**src/rtl/frame_ctrl.sv**
```systemverilog
// Frame sequencer: erase -> draw -> wait for frame tick -> update, with a free-running
// frame counter, a sticky pending tick and a same-cycle pixel mux to the VGA adapter.
module frame_ctrl #(
    parameter int unsigned FRAME_CYCLES = 833333,
    parameter int unsigned CNT_W        = 20
) (
    input  logic       clk,
    input  logic       reset,
    input  logic       start,
    input  logic       erase_done,
    input  logic [7:0] erase_x,
    input  logic [6:0] erase_y,
    input  logic [2:0] erase_c,
    input  logic       draw_done,
    input  logic [7:0] draw_x,
    input  logic [6:0] draw_y,
    input  logic [2:0] draw_c,
    output logic       enable_erase,
    output logic       in_erase_state,
    output logic       enable_draw,
    output logic       update,
    output logic [7:0] x_out,
    output logic [6:0] y_out,
    output logic [2:0] c_out,
    output logic       plot,
    output logic       frame_overrun
);

    localparam logic [CNT_W-1:0] CNT_LAST = CNT_W'(FRAME_CYCLES - 1);

    typedef enum logic [2:0] {
        ST_IDLE,
        ST_ERASE,
        ST_DRAW,
        ST_WAIT,
        ST_UPDATE
    } state_t;

    state_t           state_q;
    state_t           state_d;
    logic [CNT_W-1:0] cnt_q;
    logic             tick;
    logic             tick_pending_q;

    assign tick = (cnt_q == CNT_LAST);

    // Free-running frame counter, independent of the FSM.
    always_ff @(posedge clk or negedge reset) begin
        if (!reset) begin
            cnt_q <= '0;
        end else if (tick) begin
            cnt_q <= '0;
        end else begin
            cnt_q <= cnt_q + CNT_W'(1);
        end
    end

    // Sticky pending tick; a new tick wins over the UPDATE clear.
    always_ff @(posedge clk or negedge reset) begin
        if (!reset) begin
            tick_pending_q <= 1'b0;
        end else if (tick) begin
            tick_pending_q <= 1'b1;
        end else if (state_q == ST_UPDATE) begin
            tick_pending_q <= 1'b0;
        end
    end

    assign frame_overrun = tick & tick_pending_q & (state_q != ST_UPDATE);

    always_ff @(posedge clk or negedge reset) begin
        if (!reset) begin
            state_q <= ST_IDLE;
        end else begin
            state_q <= state_d;
        end
    end

    // Next state, Moore control decode and pass-through pixel mux.
    always_comb begin
        state_d        = state_q;
        enable_erase   = 1'b0;
        in_erase_state = 1'b0;
        enable_draw    = 1'b0;
        update         = 1'b0;
        x_out          = '0;
        y_out          = '0;
        c_out          = '0;
        plot           = 1'b0;
        case (state_q)
            ST_IDLE: begin
                if (start) state_d = ST_ERASE;
            end
            ST_ERASE: begin
                enable_erase   = 1'b1;
                in_erase_state = 1'b1;
                x_out          = erase_x;
                y_out          = erase_y;
                c_out          = erase_c;
                plot           = ~erase_done;
                if (erase_done) state_d = ST_DRAW;
            end
            ST_DRAW: begin
                enable_draw = 1'b1;
                x_out       = draw_x;
                y_out       = draw_y;
                c_out       = draw_c;
                plot        = ~draw_done;
                if (draw_done) state_d = ST_WAIT;
            end
            ST_WAIT: begin
                if (tick_pending_q) state_d = ST_UPDATE;
            end
            ST_UPDATE: begin
                update  = 1'b1;
                state_d = start ? ST_ERASE : ST_IDLE;
            end
            default: begin
                state_d = ST_IDLE;
            end
        endcase
    end

endmodule
```
**config.mk**
```make
export PLATFORM = sky130hd
export DESIGN_NAME = frame_ctrl
export DESIGN_NICKNAME = d
export VERILOG_FILES = /design/src/rtl/frame_ctrl.sv
export SDC_FILE = /design/constraint.sdc
export NUM_CORES = 1
export LEC_CHECK = 0
export BUFFER_PORTS_ARGS = -buffer_cell sky130_fd_sc_hd__buf_2
export CELL_PAD_IN_SITES_DETAIL_PLACEMENT = 0
export CELL_PAD_IN_SITES_GLOBAL_PLACEMENT = 1
export CORE_MARGIN = 5
export CORE_UTILIZATION = 30
export DETAILED_ROUTE_END_ITERATION = 10
export PLACE_DENSITY = 0.69
export REMOVE_ABC_BUFFERS = 1
export SLEW_MARGIN = 30
export SYNTH_ARGS = -nofsm -noshare
export SYNTH_HDL_FRONTEND = slang
export SYNTH_SLANG_ARGS = --single-unit
```
**constraint.sdc**
```tcl
create_clock -name clk -period 1.5 [get_ports clk]
set_clock_uncertainty 0.15 [all_clocks]
set_input_delay 0.15 -clock clk [delete_from_list [all_inputs] [get_ports clk]]
set_output_delay 0.15 -clock clk [all_outputs]
set_load 0.05 [all_outputs]
```
# ---- Yosys cells after proc, flatten, opt, wreduce, memory -nomap -nowiden
# Cells that the tools add are included.
dict set report classes {
  add_sub_neg 1
  n_eq_ne 10
  mux 16
  n_bitwise 4
  reduce_logical 3
}
# cell n
set ops {}
lappend ops {{20-bit by 1-bit adder with 20-bit output, second input constant} 1}
lappend ops {{20-bit equality test, second input constant} 1}
lappend ops {{20-bit 2-to-1 mux} 1}
lappend ops {{8-bit case mux with 2 select lines} 1}
lappend ops {{3-bit case mux with 5 select lines} 1}
lappend ops {{7-bit case mux with 2 select lines} 1}
lappend ops {{3-bit 2-to-1 mux} 4}
lappend ops {{2-bit != test, second input constant} 4}
lappend ops {{3-bit by 2-bit equality test with 1-bit output, second input constant} 2}
lappend ops {{1-bit 2-to-1 mux} 6}
lappend ops {{3-bit case mux with 2 select lines} 1}
lappend ops {{4-bit AND reduction} 1}
lappend ops {{3-bit by 1-bit equality test with 1-bit output, second input constant} 1}
lappend ops {{3-bit equality test, second input constant} 1}
lappend ops {{3-bit zero test} 1}
lappend ops {{3-bit != test, second input constant} 1}
lappend ops {{1-bit AND} 2}
lappend ops {{1-bit NOT} 2}
lappend ops {{1-bit case mux with 2 select lines} 1}
lappend ops {{2-bit nonzero test} 1}
dict set report totals {
  regBits 24
  input_bits 41
  output_inout_bits 24
  elab_cells 37
}

# ---- Logic depth before layout (Yosys ltp)
dict set report logic_depth {
  ltp_word 3
  mapped_depth 6
  depth_no_buf 5
}

# ---- Least setup slack after synthesis
# Ideal clock, no wire load.
dict set report synth_path {
  kind {flip-flop to output port}
  startpoint {register state_q[1]}
  endpoint {output c_out[1]}
  arrival_time_ns 1.901
  t_required_ns 1.200
  path_slack_ns -0.701
  stages_incl_launch_ff 5
  path_buffers 1
  path_cell_list {dfrtp_1 -> nand2b_1 -> nor2_1 -> clkbuf_1 -> a22o_1}
}
dict set report synth_between {
  elab_chain_cells 2
  word_cells_on_any_way 3
  classes_between {eq/ne (2); mux (1)}
}
# item line_no
set synth_lines {}
lappend synth_lines {{start: declaration} 39} ;# state_t state_q;
lappend synth_lines {{start signal: assignment} 75} ;# state_q <= state_d;
lappend synth_lines {{3-bit by 2-bit equality test with 1-bit output / 3-bit by 1-bit equality test with 1-bit output (equally long branches)} 90} ;# case (state_q)
lappend synth_lines {{3-bit case mux with 2 select lines *} 90}
lappend synth_lines {{end: declaration} 24} ;# output logic [2:0] c_out,
# Mark *: on every way between the ends. The rest lies on a longest branch, timed or not.

# ---- Final worst setup path
dict set report layout_path {
  startpoint {register cnt_q[16]}
  endpoint {output frame_overrun}
}
dict set report layout_between {
  elab_chain_cells 3
}
# item line_no
set layout_lines {}
lappend layout_lines {{start: declaration} 41} ;# logic [CNT_W-1:0] cnt_q;
lappend layout_lines {{start signal: assignment} 54} ;# cnt_q <= cnt_q + CNT_W'(1);
lappend layout_lines {{20-bit equality test} 45} ;# assign tick = (cnt_q == CNT_LAST);
lappend layout_lines {{1-bit AND (2 in series)} 69} ;# assign frame_overrun = tick & tick_pending_q & (state_q != ST_UPDATE);
lappend layout_lines {{end: declaration} 26} ;# output logic frame_overrun
# Every way passes these cells.

==> run summary <==
Root Driver - clkbuf_8
Final Cycle Share - 138%
capturing point of the worst reg2reg path - cnt_q[8]$_DFF_PN0_
internal power - 1710 uW
Unique masters post-synth - 36
fillers - 420
setup ws final - -0.568 ns
unrepaired setup endpoints after global routing - yes
most frequent cells in the layout - buf_4 (41), buf_2 (40), buf_6 (29)
Register Area - 602 um2
Synth Area in Compound Gates - 16.4%
Sequential Power Share - 23.7%
Final Hold Viols - 0
die area - 6540 um2
Setup CP Type - reg -> out
synthesis-to-finish area growth - 86.0%
slew margin rel. - 63.6%
io pins - 65
worst-margin pin slew - 0.545 ns
Synth top area share - 39.9%
clock buffer depth - 2
R2R setup slack - -0.35 ns
Synth Area in Simple Gates - 27.3%
FF-to-FF path depth - 7
Core ar. - 4790 um2
die width - 80.9 um
Final Max Tran Viols - 0
area leader, netlist - dfrtp_1
Worst Setup Start Kind - flip-flop
CP Capture Point - frame_overrun
Rows - 25
worst hold path type - in -> reg
Synth Register Bits - 24
first-pass GRT wire length - 7540 um
part of the power in the clock network - 19.7%
Multi-input gate area - 956 um2
post-synthesis mux area share - 0%
R2R Path Start - cnt_q[16]$_DFF_PN0_
final core occ - 58.6%
CP required - 1.20 ns
Hold WS - 0.0433 ns
Mapped Cells - 149
synthesized area - 1510 um2
Synth Area in XOR/XNOR - 8.72%
Worst-path clk slew - 0.09 ns
Avg WL per Cell - 14.4 um
die height - 80.9 um
Max Cap Viol - 0
Via Count - 1585
Nets - 311
fmax - 484 MHz
total track usage - 14.7%
syn_area_per_cell - 10.1 um2
final std cells w/o fill - 334
# diodes - 0
pin count of the biggest net entering global routing - 25
DP HPWL - 3160 um
sequential area share after synthesis - 39.9%
commonest non-fill, non-tap cell in the layout - buf_4
Pleak - 0.00137 uW
Worst VDD drop - 0.000455 V
Critical Path Fanout Max - 2
Switching Share - 40.7%
DRC viols - 0
I/O Buffers - 64
Post-synth EDFFs - 0
grt total ovfl - 0
PD cells - 1030 nW/um2
largest family of logic cells by synthesized area - simple AND/OR/NAND/NOR gates
synth top area cells - dfrtp_1 (40%), a22o_1 (11%), xnor2_1 (6.4%), nor4_4 (5.6%), nor2_1 (4.7%)
Post-Synth Adder-Cell Area - 1.66%
Num Clock Sinks - 24
Initial Utilization - 31.5%
share of cells above drive strength 1 - 60.7%
placed insts - 309
Crit. Startpoint - cnt_q[16]$_DFF_PN0_
Worst-Skew Late Latency - 0.27 ns
initial antenna violation count - 0
vias in the first global route - 1623
status - complete, but fails checks
Worst EP arrival - 1.77 ns
Primary FF master, synth - dfrtp_1
First-pass DRT Iterations - 4
crit path capture type - primary output
combinational power share - 56.6%
via/cell ratio - 4.75
total CTS buffers - 3
# H-tree levels - 1
drt total wl - 4800 um
initial DRC count - 73
Final setup viols - 42
Tmin final - 2.07 ns
Antenna Nets Post-Route - 0
failing checks - negative setup slack
YS warnings - 0
FFs w/ async S/R, synth - 100%
NetSw - 1180 uW
CTS tree - done
Final Wtd Congestion - 0.725
synth_stat cells (2+ instances only):
library cell / n
buf_6: 3
ha_1: 2
nor4_4: 4
dfrtp_1: 24
nor4_2: 2
xor2_1: 4
nand4_1: 4
a22o_1: 19
nor2_1: 19
nor3_1: 3
nand3_1: 7
nand3_2: 2
xnor2_1: 11
nand2b_1: 2
clkbuf_1: 4
and4_1: 2
nand2_1: 9
inv_1: 8
a21oi_1: 3
repair_timing:
action / in CTS / in global routing
setup buffers: 12 / 6
resized for setup: 89 / 20
endpoints found under the hold margin: 25 / 0
gates cloned: 5 / 0
setup endpoints to repair: 43 / 44
hold buffers: 2 / 0
pin swaps: 11 / 12
routing by layer:
| layer | wire length, um | global-route usage [%] | up-vias |
|---|---|---|---|
| met4 | 15 | 2.53 | 0 |
| met1 | 1720 | 15.0 | 746 |
| li1 | - | - | 773 |
| met3 | 550 | 4.55 | 2 |
| met5 | 0 | 0 | - |
| met2 | 2510 | 29.2 | 64 |
state kept, by name, indices dropped and copies added (netlist names):
signal	cells
cnt_q	20
state_q	3
tick_pending_q	1
area by class of cell:
| cell class | count | share of cell area (%) |
|---|---|---|
| clock buffer | 3 | 1.47 |
| clock inverter | 1 | 1.07 |
| inverter | 8 | 1.07 |
| multi-input combinational | 108 | 34.1 |
| sequential | 24 | 21.5 |
| tap | 67 | 2.99 |
| timing repair buffer | 123 | 37.8 |
worst min-delay path by stage:
stage / slack, ns / depth (start not counted) / startpoint / endpoint
floorplan: -0.30 / 0 / reset / cnt_q[0]$_DFF_PN0_
global placement: 0.01 / 1 / reset / cnt_q[9]$_DFF_PN0_
detailed placement: 0.02 / 1 / reset / cnt_q[9]$_DFF_PN0_
CTS: 0.02 / 3 / erase_done / state_q[0]$_DFFE_PN0P_
global route: 0.06 / 3 / erase_done / state_q[0]$_DFFE_PN0P_
finish: 0.04 / 3 / erase_done / state_q[0]$_DFFE_PN0P_
per-stage QoR:
step	TNS, ns	total power (uW)	area [um2]	setup WS (ns)
6_report	-10.35	2890	2800	-0.568
5_1_grt	-14.55	3010	2800	-0.685
4_1_cts	-11.45	2890	2750	-0.498
3_5_place_dp	-4.46	1840	2160	-0.270
3_3_place_gp	-4.11	1840	2160	-0.267
2_1_floorplan	-42.42	1520	1450	-1.88
cells by family (layout without fill, tap and decap cells):
family                     after synthesis  after routing
buffers and inverters                   17            135
DFF                                     24             24
AOI/OAI and AO/OA                       30             30
and+or+nand+nor                         61             61
adders and majority gates                2              2
xor gates and xnor gates                15             15
critical path: stages (launching register included):
cell	delay, ns
dfrtp_1	0.40
nor4b_2	0.29
nand3_1	0.16
nor4_4	0.27
and3_4	0.24
buf_8	0.14
power groups by stage:
| stage | clock network (uW) | registers, uW | logic [uW] |
|---|---|---|---|
| global route | 619 | 688 | 1700 |
| finish | 568 | 686 | 1640 |
| detailed placement | 0 | 684 | 1160 |
| CTS | 585 | 686 | 1620 |
| global placement | 0 | 684 | 1160 |
| floorplan | 0 | 688 | 828 |
Note: power is estimated with default switching activity, not from simulation.
